===== src/rtl/seven_seg_scan_driver.sv =====
// seven_seg_scan_driver
// Time-multiplexed driver for NUM_DIGITS seven-segment digits sharing one
// segment bus. A shadow copy of value/dp/digit_en is captured on load, one
// digit is scanned per slot of SCAN_DIV clocks, and the first cycle of every
// slot is blanked so the previous digit never ghosts onto the next one.
// Optional build macro: LEADING_ZERO_BLANK_EN (blank leading zero digits).
module seven_seg_scan_driver #(
    parameter  int NUM_DIGITS     = 4,
    parameter  int SCAN_DIV       = 50000,
    parameter  int SEG_ACTIVE_LOW = 1,
    parameter  int AN_ACTIVE_LOW  = 1,
    localparam int IDX_W          = (NUM_DIGITS > 1) ? $clog2(NUM_DIGITS) : 1,
    localparam int PRE_W          = $clog2(SCAN_DIV)
) (
    input  logic                    clk,
    input  logic                    reset,
    input  logic                    load,
    input  logic [4*NUM_DIGITS-1:0] value,
    input  logic [NUM_DIGITS-1:0]   dp,
    input  logic [NUM_DIGITS-1:0]   digit_en,
    output logic [6:0]              seg,
    output logic                    dp_out,
    output logic [NUM_DIGITS-1:0]   an,
    output logic [IDX_W-1:0]        digit_idx,
    output logic                    frame_done
);

    localparam logic [6:0]            SEG_OFF  = (SEG_ACTIVE_LOW != 0) ? 7'h7F : 7'h00;
    localparam logic                  DP_OFF   = (SEG_ACTIVE_LOW != 0) ? 1'b1 : 1'b0;
    localparam logic [NUM_DIGITS-1:0] AN_OFF   = (AN_ACTIVE_LOW != 0) ? '1 : '0;
    localparam logic [PRE_W-1:0]      PRE_LAST = PRE_W'(SCAN_DIV - 1);
    localparam logic [IDX_W-1:0]      IDX_LAST = IDX_W'(NUM_DIGITS - 1);

    logic [4*NUM_DIGITS-1:0] value_q;
    logic [NUM_DIGITS-1:0]   dp_q;
    logic [NUM_DIGITS-1:0]   en_q;
    logic [PRE_W-1:0]        presc;
    logic [NUM_DIGITS-1:0]   lz_mask;

    logic [3:0]              nibble;
    logic                    dp_sel;
    logic                    en_sel;
    logic                    lz_sel;
    logic [NUM_DIGITS-1:0]   onehot;
    logic [6:0]              seg_low;
    logic                    dp_lit;
    logic [NUM_DIGITS-1:0]   an_sel;
    logic [6:0]              seg_next;
    logic                    dp_next;
    logic [NUM_DIGITS-1:0]   an_next;
    logic                    wrap;

    // Hex nibble to active-low {g,f,e,d,c,b,a} pattern
    function automatic logic [6:0] decode(input logic [3:0] n);
        case (n)
            4'h0: decode = 7'h40;
            4'h1: decode = 7'h79;
            4'h2: decode = 7'h24;
            4'h3: decode = 7'h30;
            4'h4: decode = 7'h19;
            4'h5: decode = 7'h12;
            4'h6: decode = 7'h02;
            4'h7: decode = 7'h78;
            4'h8: decode = 7'h00;
            4'h9: decode = 7'h10;
            4'hA: decode = 7'h08;
            4'hB: decode = 7'h03;
            4'hC: decode = 7'h46;
            4'hD: decode = 7'h21;
            4'hE: decode = 7'h06;
            default: decode = 7'h0E;
        endcase
    endfunction

    // Shadow registers decouple the display from the datapath between loads
    always_ff @(posedge clk or posedge reset) begin
        if (reset) begin
            value_q <= '0;
            dp_q    <= '0;
            en_q    <= '0;
        end else if (load) begin
            value_q <= value;
            dp_q    <= dp;
            en_q    <= digit_en;
        end
    end

    assign wrap = (presc == PRE_LAST);

    // Slot prescaler and digit index; the index advances when a slot ends
    always_ff @(posedge clk or posedge reset) begin
        if (reset) begin
            presc     <= '0;
            digit_idx <= '0;
        end else if (wrap) begin
            presc     <= '0;
            digit_idx <= (digit_idx == IDX_LAST) ? '0 : digit_idx + 1'b1;
        end else begin
            presc     <= presc + 1'b1;
        end
    end

`ifdef LEADING_ZERO_BLANK_EN
    // Digit i>0 is a leading zero when it and every higher nibble are zero
    always_comb begin
        logic upper_zero;
        upper_zero = 1'b1;
        lz_mask    = '0;
        for (int i = NUM_DIGITS - 1; i >= 1; i--) begin
            upper_zero = upper_zero && (value_q[4*i +: 4] == 4'h0);
            lz_mask[i] = upper_zero;
        end
    end
`else
    assign lz_mask = '0;
`endif

    // Select the shadow fields belonging to the digit in the current slot
    always_comb begin
        nibble = 4'h0;
        dp_sel = 1'b0;
        en_sel = 1'b0;
        lz_sel = 1'b0;
        onehot = '0;
        for (int i = 0; i < NUM_DIGITS; i++) begin
            if (digit_idx == IDX_W'(i)) begin
                nibble    = value_q[4*i +: 4];
                dp_sel    = dp_q[i];
                en_sel    = en_q[i];
                lz_sel    = lz_mask[i];
                onehot[i] = 1'b1;
            end
        end
    end

    // Build next outputs; slot cycle 0 and disabled digits stay dark
    always_comb begin
        seg_low = 7'h7F;
        dp_lit  = 1'b0;
        an_sel  = '0;
        if ((presc != '0) && en_sel) begin
            dp_lit = dp_sel;
            if (!lz_sel) begin
                an_sel  = onehot;
                seg_low = decode(nibble);
            end
        end
        seg_next = (SEG_ACTIVE_LOW != 0) ? seg_low : ~seg_low;
        dp_next  = (SEG_ACTIVE_LOW != 0) ? ~dp_lit : dp_lit;
        an_next  = (AN_ACTIVE_LOW != 0) ? ~an_sel : an_sel;
    end

    // Register pin outputs; frame_done marks the first cycle of a new frame
    always_ff @(posedge clk or posedge reset) begin
        if (reset) begin
            seg        <= SEG_OFF;
            dp_out     <= DP_OFF;
            an         <= AN_OFF;
            frame_done <= 1'b0;
        end else begin
            seg        <= seg_next;
            dp_out     <= dp_next;
            an         <= an_next;
            frame_done <= wrap && (digit_idx == IDX_LAST);
        end
    end

endmodule

===== config.mk =====
export PLATFORM = sky130hd
export DESIGN_NAME = seven_seg_scan_driver
export DESIGN_NICKNAME = d
export VERILOG_FILES = /design/src/rtl/seven_seg_scan_driver.sv
export SDC_FILE = /design/constraint.sdc
export NUM_CORES = 1
export LEC_CHECK = 0
export ABC_AREA = 1
export CAP_MARGIN = 5
export CORE_AREA = 3 3 86 72
export DETAILED_ROUTE_END_ITERATION = 10
export DIE_AREA = 0 0 89 75
export PLACE_DENSITY = 0.86
export SKIP_CTS_REPAIR_TIMING = 1
export SLEW_MARGIN = 40
export SYNTH_ARGS = -nofsm -noshare
export SYNTH_HDL_FRONTEND = slang
export SYNTH_SLANG_ARGS = --single-unit

===== constraint.sdc =====
create_clock -name clk -period 2 [get_ports clk]
set_clock_uncertainty 0.1 [all_clocks]
set_input_delay 0.4 -clock clk [delete_from_list [all_inputs] [get_ports clk]]
set_output_delay 0.4 -clock clk [all_outputs]
set_load 0.005 [all_outputs]

Word level (Yosys, flattened, before mapping)

Memory sizes are Yosys's and may differ from the RTL's.
Index checks and enable logic that the tools add are counted.
Widths: inputs -> output; s select.

Add/subtract/negate cells: 2
Equal/unequal tests: 4
Muxes and demuxes: 21
Bitwise operators: 2
Reduce and logical (&&, ||, !) cells: 4

Operators by type and width:

| cell                  | number |
|---|---|
| $mux 4                | 5 |
| $add 16x1->16 const B | 1 |
| $eq 16x16->1 const B  | 1 |
| $mux 16               | 1 |
| $reduce_bool 16->1    | 1 |
| $mux 1                | 13 |
| $mux 7                | 1 |
| $eq 2x2->1 const B    | 2 |
| $not 4->4             | 1 |
| $add 2x1->2 const B   | 1 |
| $eq 2x1->1 const B    | 1 |
| $logic_and 1x1->1     | 2 |
| $logic_not 2->1       | 1 |
| $mux 2                | 1 |
| $not 1->1             | 1 |

Register bits after elaboration: 55
Memory bits (read-only): 112
Input bits: 27
Output and inout bits: 15
Word-level logic and storage cells: 43
Memories: 1

Memories:

| memory          | words | bits a word | rd ports | clocked after memory_dff | write ports | RTL line | source |
|---|---|---|---|---|---|---|---|
| (no name shown) | 16    | 7           | 1        | 0                        | 0           | 55       | `case (n)` |

Longest topological paths before layout

Gate-level depths: netlist (run 1).

Depth after elaboration: 8
Mapped depth: 13
Gate-level depth less buffers: 13

Worst setup path before layout (run 1)

Ideal clock, no wire load.

Kind: register to register
Start: reg digit_idx[0]
End: reg seg[0]
Setup time: 60 ps
Data arrival time: 1,720 ps
Required time: 1,840 ps
Slack: 119 ps
Cell stages (with the launch flop): 14
Buffers on the path: 1
Clock period less this slack: 1,881 ps
Cell sequence: dfrtp_1 > inv_1 > ha_1 > buf_6 > inv_2 > nand3_1 > nand2_1 > nand2_1 > inv_1 > ha_1 > nand3_1 > nor2_1 > nor2_2 > nand2_1

Word-level cells in the longest chain between the ends: 7
Elaborated cells between the ends (all ways): 15
Those cells by class: eq/ne (3); mux (9); reduce/logical (2); memory (1)

RTL lines:

| what                                              | RTL line | source |
|---|---|---|
| start: declaration                                | 24       | `output logic [IDX_W-1:0] digit_idx,` |
| start signal: assignment                          | 97       | `digit_idx <= (digit_idx == IDX_LAST) ? '0 : digit_idx + 1'b1;` |
| $logic_not 2->1                                   | 126      | `if (digit_idx == IDX_W'(i)) begin` |
| $mux 4 or $mux 1 (tied branches) (4 in series)    | 126      |  |
| $mem_v2 16x7 or $logic_and 1x1->1 (tied branches) | --       |  |
| $mux 7 *                                          | 141      | `if ((presc != '0) && en_sel) begin` |
| via seg_low[0]                                    | 45       | `logic [6:0] seg_low;` |
| end signal: assignment                            | 161      | `seg <= seg_next;` |
| end: declaration                                  | 21       | `output logic [6:0] seg,` |

Mark *: on every way through the listed nets, which the timed path passes. The rest lies on a longest branch.
A chain may end at the register's enable or synchronous reset.

Worst setup path after layout (run 1)

Start: reg digit_idx[1]
End: out digit_idx[1]

No word-level cell between the ends.

==> impl.org, run 1 <==
** Timing
- The worst path meets setup with approximately 0.046 ns of slack.
- After layout, the minimum clock period comes to about 2.0 ns.
- Setup violations remaining at the end of the flow were counted as 0.
- Worst max-slew margin expressed relative to the limit :: 0.7549
- Hold timing on the final database bottoms out at a slack of roughly 0.35 ns.
- Count of final max-slew check failures :: 0
- Static timing analysis puts the maximum clock frequency at around 0.51 GHz.
- Number of hold violations in the final report :: 0
- Setup repair after global routing missed its margin :: yes
- Share of the cycle needed by the critical path after routing :: 0.9770
- For the pin with the worst max-slew slack, the measured transition is between 0.3 and 0.4 ns.

** Power and ir drop
- Cell internal power was estimated by the tool at around 0.0016 W.
- Static Leak :: ~1.7 nW
- The share of total power dissipated in combinational logic is 0.167.
- The share of total power dissipated in sequential elements is 0.564.
- Switching fraction of total power :: 0.2516
- For this design the ratio of total power to cell area is about 610 nW/um^2.
- VDD IR max :: between 0.4 and 0.5 mV
- For this design the total switching power over the nets is 0.0005491 W.
- The share of total power dissipated in the clock network is 0.269.

** CTS
- Total clock sinks :: 55
- The number of clock buffers added by TritonCTS is 5.
- Cell at the root of the clock tree :: sky130_fd_sc_hd__clkbuf_8
- TritonCTS built the clock tree.
- Clock network latency to the later pin of the worst-skew pair :: about 0.30 ns
- The H-tree was split into 2 levels.
- Clock transition at the register clock pins on the worst setup and hold paths after CTS :: around 0.1 ns
- CTS max path bufs :: 2

** Critical path
- Measured in cells, the most critical reg-to-reg path has a length of 11.
- Worst setup startpoint :: digit_idx[1]$_DFFE_PP0N_
- Cell with the largest stage delay on the worst path :: sky130_fd_sc_hd__dfrtp_1
- Endpoint of the worst setup timing path :: digit_idx[1]
- STA classifies the critical path startpoint as a flip-flop.
- Most repeated library cell on the critical path :: sky130_fd_sc_hd__buf_4
- The signal on the critical path passes through buf_4 -> buf_4 -> clkdlybuf4s50_1.
- Critical Path Max Stage Delay :: between 0.4 and 0.5 ns
- The worst setup path is captured at an output port.
- Setup slack, reg-to-reg :: approximately 0.13 ns
- In this run the critical register-to-register path is captured at seg[1]$_DFF_PP1_.
- Launch instance of the worst register-to-register path :: digit_idx[0]$_DFFE_PP0N_
- The critical path is of the reg2out type.
- CP Data Required Time :: around 1.5 ns
- At the worst endpoint, the arrival time is 1.45 ns.
- In this run the worst path has a maximum fanout of 3.

** Logic synthesis
- The average instance in the mapped netlist occupies a little under 9 sq um.
- During synthesis, Yosys emitted a total of 0 warnings.
- In this run the cell area of the synthesized design comes to 2873 sq um.
- Sequential element share of the synthesized area :: 0.4843
- In this run, distinct cell masters in the synthesized netlist total 34.
- In the synthesized netlist, the number of instances is 324.
- The number of nets handed over by synthesis was about 360.
- Synthesis inferred 55 register bits.

** Global routing
- Summed over all layers, the global routing overflow is 0.
- Across every metal layer, demand over resource in global routing totals 0.1952.
- Via count of the first global-routing pass :: approximately 2,400
- Pin count of the biggest net entering global routing :: 56
- Antenna violations before repair :: 0
- Wire length of the first global-routing pass :: between 10 and 15 mm

** Worst hold path
- Class of the tightest hold or removal check :: in2async

** Route
- Final WL :: about 6.2 mm
- Drt wl/cell :: 14.03 microns
- Antenna violation net count after detailed routing :: 0
- Number of vias per cell :: about 5.2
- Before antenna repair, the detailed router went through 4 iterations.
- DRC :: 0
- The first routing iteration left a little over 100 violations.
- Routed via count :: between 2,000 and 2,500

** Floorplan
- The initial utilization of the core area, before any placement, comes to 0.5345.
- Rows :: 24
- The die is 75 microns tall.
- Io pins :: 42
- The die covers 6675 sq um.
- After floorplanning, the core was sized to cover around 5400 sq um.
- From left edge to right edge, the die measures approximately 89 microns.

** Layout
- Relative to the synthesized area, the layout overhead comes to 24.91%.
- Util after Layout :: 0.6676
- Most common cell after layout, fill and taps aside :: sky130_fd_sc_hd__nand2_1
- In the layout the commonest cells are sky130_fd_sc_hd__nand2_1, sky130_fd_sc_hd__dfrtp_1, sky130_fd_sc_hd__clkdlybuf4s50_1, sky130_fd_sc_hd__inv_1, sky130_fd_sc_hd__nor2_1.
- The finished cells cover 3588 sq um.
- Nets :: about 420
- Of the cells placed in the final design, the portion with a size suffix greater than 1 is 0.2348.
- Inserted Diodes :: 0

** Placement
- GP Congestion :: 0.9567
- Once placement finished, the instance area stood at 3421 sq um.
- Detailed-placement wirelength estimate :: approximately 4.5 mm
- During placement, the flow inserted port buffers numbering roughly 40.
- Timing analysis after detailed placement gives a worst setup slack of -0.01235 ns.

** Job
- Across the run, the number of max-cap violations was 0.

** Status
- The run finished with clean final reports.
==> stage by stage <==
step | TNS (ns) | total power [W] | std cells
2_1_floorplan | 0 | 0.001444 | 324
3_3_place_gp | 0 | 0.001598 | 433
3_5_place_dp | -0.01912 | 0.001610 | 433
4_1_cts | -0.06233 | 0.002182 | 441
5_1_grt | -0.03091 | 0.002282 | 444
6_report | 0 | 0.002183 | 444
==> how the worst min path moves through the flow <==
stage / start / end / slack [ns] / cells after the start
after global routing: reset / value_q[5]$_DFFE_PP0P_ / 0.39 / 3
final: reset / dp_q[3]$_DFFE_PP0P_ / 0.35 / 3
after floorplan: presc[0]$_DFF_PP0_ / presc[0]$_DFF_PP0_ / 0.37 / 1
after detailed placement: presc[0]$_DFF_PP0_ / presc[0]$_DFF_PP0_ / 0.40 / 1
after global placement: presc[0]$_DFF_PP0_ / presc[0]$_DFF_PP0_ / 0.39 / 1
after CTS: reset / dp_q[3]$_DFFE_PP0P_ / 0.38 / 3
==> worst max-delay path, delay by kind of cell (launching register included) <==
kind	cells	cell delay (ns)
buffers and inverters	3	0.72
flip-flops	1	0.43
==> kinds of logic (layout without fill, tap and decap cells) <==
logic type / Yosys count / count (layout) / synth area share
AOI/OAI and AO/OA: 35 / 35 / 0.07710
xor gates and xnor gates: 3 / 3 / 0.009148
adders and majority gates: 12 / 12 / 0.05226
buffers and inverters: 52 / 107 / 0.07274
DFF: 55 / 55 / 0.4843
muxes: 15 / 15 / 0.05880
and+or+nand+nor: 152 / 152 / 0.2456
==> layout make-up <==
class | instances | area [sq um]
fill | 427 | 1787
sequential | 55 | 1393
multi-input combinational | 217 | 1330
timing repair buffer | 53 | 525.5
inverter | 46 | 177.7
tap | 65 | 81.33
clock buffer | 7 | 76.32
clock inverter | 1 | 5.005
==> synth_stat cells (all sizes together) <==
cell	number	area, sq um
a21boi	1	18.77
a21oi	11	70.07
a22oi	1	7.510
buf	4	28.78
clkbuf	2	7.510
dfrtp	43	1076
dfstp	12	315.3
ha	12	150.1
inv	46	172.7
mux2	15	168.9
nand2	84	340.3
nand3	28	170.2
nand3b	1	20.02
nand4	3	18.77
nor2	31	123.9
nor3	4	25.02
nor3b	1	7.510
o211ai	1	7.510
o21ai	19	98.85
o21bai	2	18.77
xor2	3	26.28
==> registers in the layout, summed over array words and instances, names as in the netlist <==
signal and count:
en_q 4, an 4, presc 16, value_q 16
dp_out 1, frame_done 1, seg 7, digit_idx 2
dp_q 4
==> metal layers <==
layer / GRT usage / wire (microns) / vias up
met1: 0.2542 / 2753 / 1107
met2: 0.3484 / 3170 / 50
met5: 0 / 0 / -
met3: 0.03392 / 262 / 7
met4: 0.03471 / 43 / 0
li1: - / - / 1131
==> power groups by stage <==
stage          clock network, W  logic (W)  registers [W]
2_1_floorplan                 0   0.000197        0.00125
3_3_place_gp                  0   0.000348        0.00125
3_5_place_dp                  0   0.000357        0.00125
4_1_cts                0.000592   0.000359        0.00123
5_1_grt                0.000637   0.000408        0.00124
6_report               0.000588   0.000364        0.00123
Power figures use the tool's default switching activity.
==> run 2, diff against run 1 <==
Settings changed: CELL_PAD_IN_SITES_DETAIL_PLACEMENT from default to 1, CELL_PAD_IN_SITES_GLOBAL_PLACEMENT from default to 1, CORE_AREA 3 3 86 72 to 3 3 98 81, DIE_AREA 0 0 89 75 to 0 0 101 84, PLACE_DENSITY 0.86 to 0.87.
==> impl.org, run 2 (synthesis results as in run 1) <==
** Status
- Status :: complete, but fails checks
- The final reports fail on negative setup slack.

** Floorplan
- Io pins :: 42 (unchanged)
- Die outline area :: 8484 sq um (+27%)
- Die W :: 101 microns (+13%)
- The starting density of the core was 0.4128 (-0.1216).
- Vertical die dimension :: 84 microns (+12%)
- The placeable core region was 6959 sq um (+29%).
- Rows :: 27 (+13%)

** Power and ir drop
- Part of the total power dissipated in combinational logic :: 0.171 (+0.004)
- Internal power :: 0.001715 W (+5.0%)
- Clock power frac :: 0.304 (+0.035)
- VDD IR max :: 0.2813 mV (-35%)
- Switching power :: 0.0006356 W (+16%)
- The power per cell area is 638.4 nW/um^2 (+5.0%).
- Sequential Power Share :: 0.525 (-0.039)
- The switching share of power came to 0.2704 (+0.01882).
- Static Leak :: 1.766 nW (+1.5%)

** Layout
- The final core utilization is 0.5291 (-0.1385).
- The area growth from synthesis to layout is 28.18%.
- Layout fillers :: 824 (+93%)
- The net total in the final layout is 423 (+1.4%).
- The library cells used most frequently in the layout, excluding fill and tap cells, are sky130_fd_sc_hd__nand2_1, sky130_fd_sc_hd__dfrtp_1, sky130_fd_sc_hd__clkdlybuf4s50_1, sky130_fd_sc_hd__inv_1, sky130_fd_sc_hd__nor2_1.
- Final design instance area without fill :: 3682 sq um (+2.6%)
- The largest registers in the layout are presc x16, value_q x16, seg x7.
- The diode insertion count for antenna repair was 0 (unchanged).
- The final instance count without filler cells is 472 (+6.3%).
- Most common cell after layout, fill and taps aside :: sky130_fd_sc_hd__nand2_1
- FF+latch area :: 1394 sq um (about the same)
- The area taken by multi-input logic gates is 1345 sq um (+1.1%).
- The share of post-route cells with drive strength above 1 was 0.2519 (+0.01712).

** Timing
- Final period demand of the worst path :: 2.022 ns (+0.06769 ns)
- Share of the cycle needed by the critical path after routing :: 1.011 (+0.03384)
- The number of failing hold endpoints at the final stage is 0 (unchanged).
- The max-slew violation total from the final report is 0 (unchanged).
- The hold slack was 0.3414 ns (-0.01352 ns).
- Number of endpoints failing setup at the final stage :: 1 (+1)
- Max Clock Freq :: 0.4947 GHz (-3.3%)
- Worst max-slew margin expressed relative to the limit :: 0.7926 (+0.03768)
- Setup repair after global routing missed its margin :: yes
- Worst setup slack after layout :: -0.02163 ns (-0.06769 ns)
- The actual slew at the worst max-slew pin is 0.3099 ns (-0.05764 ns).

** Critical path
- The critical path data arrival time is 2.20 ns (+0.75 ns).
- The delay of the slowest cell on the worst path is 0.45 ns (+0.02 ns).
- The critical path data required time is 2.18 ns (+0.68 ns).
- Worst-path cell chain :: inv_2 -> ha_4 -> nand2_1 -> nand2_1 -> nand3_1 -> nand2_1 -> nand2_4 -> ha_1 -> nand3_1 -> nand3_1 -> nand3_1
- Cell with the largest stage delay on the worst path :: sky130_fd_sc_hd__dfrtp_2
- The worst setup path is of the reg2reg kind.
- STA classifies the critical path startpoint as a flip-flop.
- The worst setup path is captured at a flip-flop.
- Max Fanout on Critical Path :: 5 (+2)
- In this design, the critical path's most frequently occurring cell is sky130_fd_sc_hd__nand3_1.

** CTS
- TritonCTS clock tree :: built
- Number of buffers inserted during clock tree synthesis :: 5 (unchanged)
- The clock-pin slew on the worst setup and hold paths is 0.11 ns (about the same).
- The number of sinks driven by the clock tree is 55 (unchanged).
- The insertion delay to the later sink of the worst-skew pair is 0.32 ns (+0.02 ns).
- CTS H-Tree Depth :: 2 (unchanged)
- The cell sitting at the root of the clock tree is a sky130_fd_sc_hd__clkbuf_8.
- The maximum root-to-sink buffer count is 2 (unchanged).

** Route
- The post-detailed-route wirelength per cell came to 17.38 microns (+24%).
- The count of nets left with antenna violations after detail routing came to 0 (unchanged).
- First-pass DRT Iterations :: 4 (unchanged)
- The detailed-route wire length came to 8.202 mm (+32%).
- Number of vias per cell :: 5.044 (-2.4%)
- First DRT Iteration DRCs :: 128 (+25%)
- Routed via count :: 2,381 (+3.7%)
- The number of remaining DRC errors was 0 (unchanged).

** Global routing
- The aggregate global-route resource usage was 0.1869 (-0.008287).
- Pin count of the biggest net entering global routing :: 56 (unchanged)
- The number of global-route vias before repair is 2,491 (+3.8%).
- The number of antenna violations at the first check in global routing came to 0 (unchanged).
- Global route overflow :: 0 (unchanged)
- The global-route wire length before repair is 12.59 mm (+22%).

** Job
- The number of maximum-capacitance constraint violations came to 0 (unchanged).

** Worst hold path
- Class of the tightest hold or removal check :: in2async

** Placement
- Dpl cell area :: 3473 sq um (+1.5%)
- The number of buffers inserted by port buffering came to 41 (unchanged).
- GP Congestion :: 0.8689 (-9.2%)
- Total placed cells including tap cells :: 460 (+6.2%)
- Detailed-placement wirelength estimate :: 5.522 mm (+23%)
run 2: layout make-up:
class / count / area share
repair buffers: 59 / 0.1526
multi-input cells: 217 / 0.3653
flip-flops and latches: 55 / 0.3785
inverters: 46 / 0.04689
clock buffers: 8 / 0.02718
well taps: 87 / 0.02956
run 2: stage by stage:
step / TNS [ns] / setup slack (ns) / power, W
floorplan: 0 / 0.1194 / 0.001444
global placement: 0 / 0.04054 / 0.001610
detailed placement: -0.1502 / -0.05755 / 0.001629
CTS: -0.3211 / -0.09494 / 0.002317
global route: -0.7398 / -0.1695 / 0.002447
finish: -0.02163 / -0.02163 / 0.002351
run 2: worst max-delay path, delay by kind of cell (launching register included):
| family | cells | cell delay (ns) |
|---|---|---|
| fa+ha+maj | 2 | 0.47 |
| buf+inv | 1 | 0.16 |
| simple gates | 8 | 0.80 |
| flops | 1 | 0.45 |
run 2: power by group through the flow:
stage                     combinational [W]  sequential, W  clock, W
after detailed placement           0.000374        0.00126         0
after CTS                          0.000379        0.00124  0.000703
final                              0.000401        0.00124  0.000715
after floorplan                    0.000197        0.00125         0
after global placement             0.000358        0.00125         0
after global routing               0.000441        0.00124  0.000763
run 2: final timing paths:
path / from / endpoint / slack, ns / cells after the start
max in group asynchronous: reset / dp_out$_DFF_PP1_ / 1.18 / 3
min: reset / presc[3]$_DFF_PP0_ / 0.34 / 3
max reg2reg: digit_idx[0]$_DFFE_PP0N_ / seg[3]$_DFF_PP1_ / -0.02 / 11
max: digit_idx[0]$_DFFE_PP0N_ / seg[3]$_DFF_PP1_ / -0.02 / 11
min reg2reg: presc[0]$_DFF_PP0_ / presc[0]$_DFF_PP0_ / 0.42 / 1
min in group clk: presc[0]$_DFF_PP0_ / presc[0]$_DFF_PP0_ / 0.42 / 1
run 2: per-layer routing:
layer,share of wire,wire [microns],global-route usage
met4,0.025,204,0.04106
met2,0.46,3773,0.3001
met5,0,0,0
met1,0.47,3827,0.2626
met3,0.048,397,0.03342
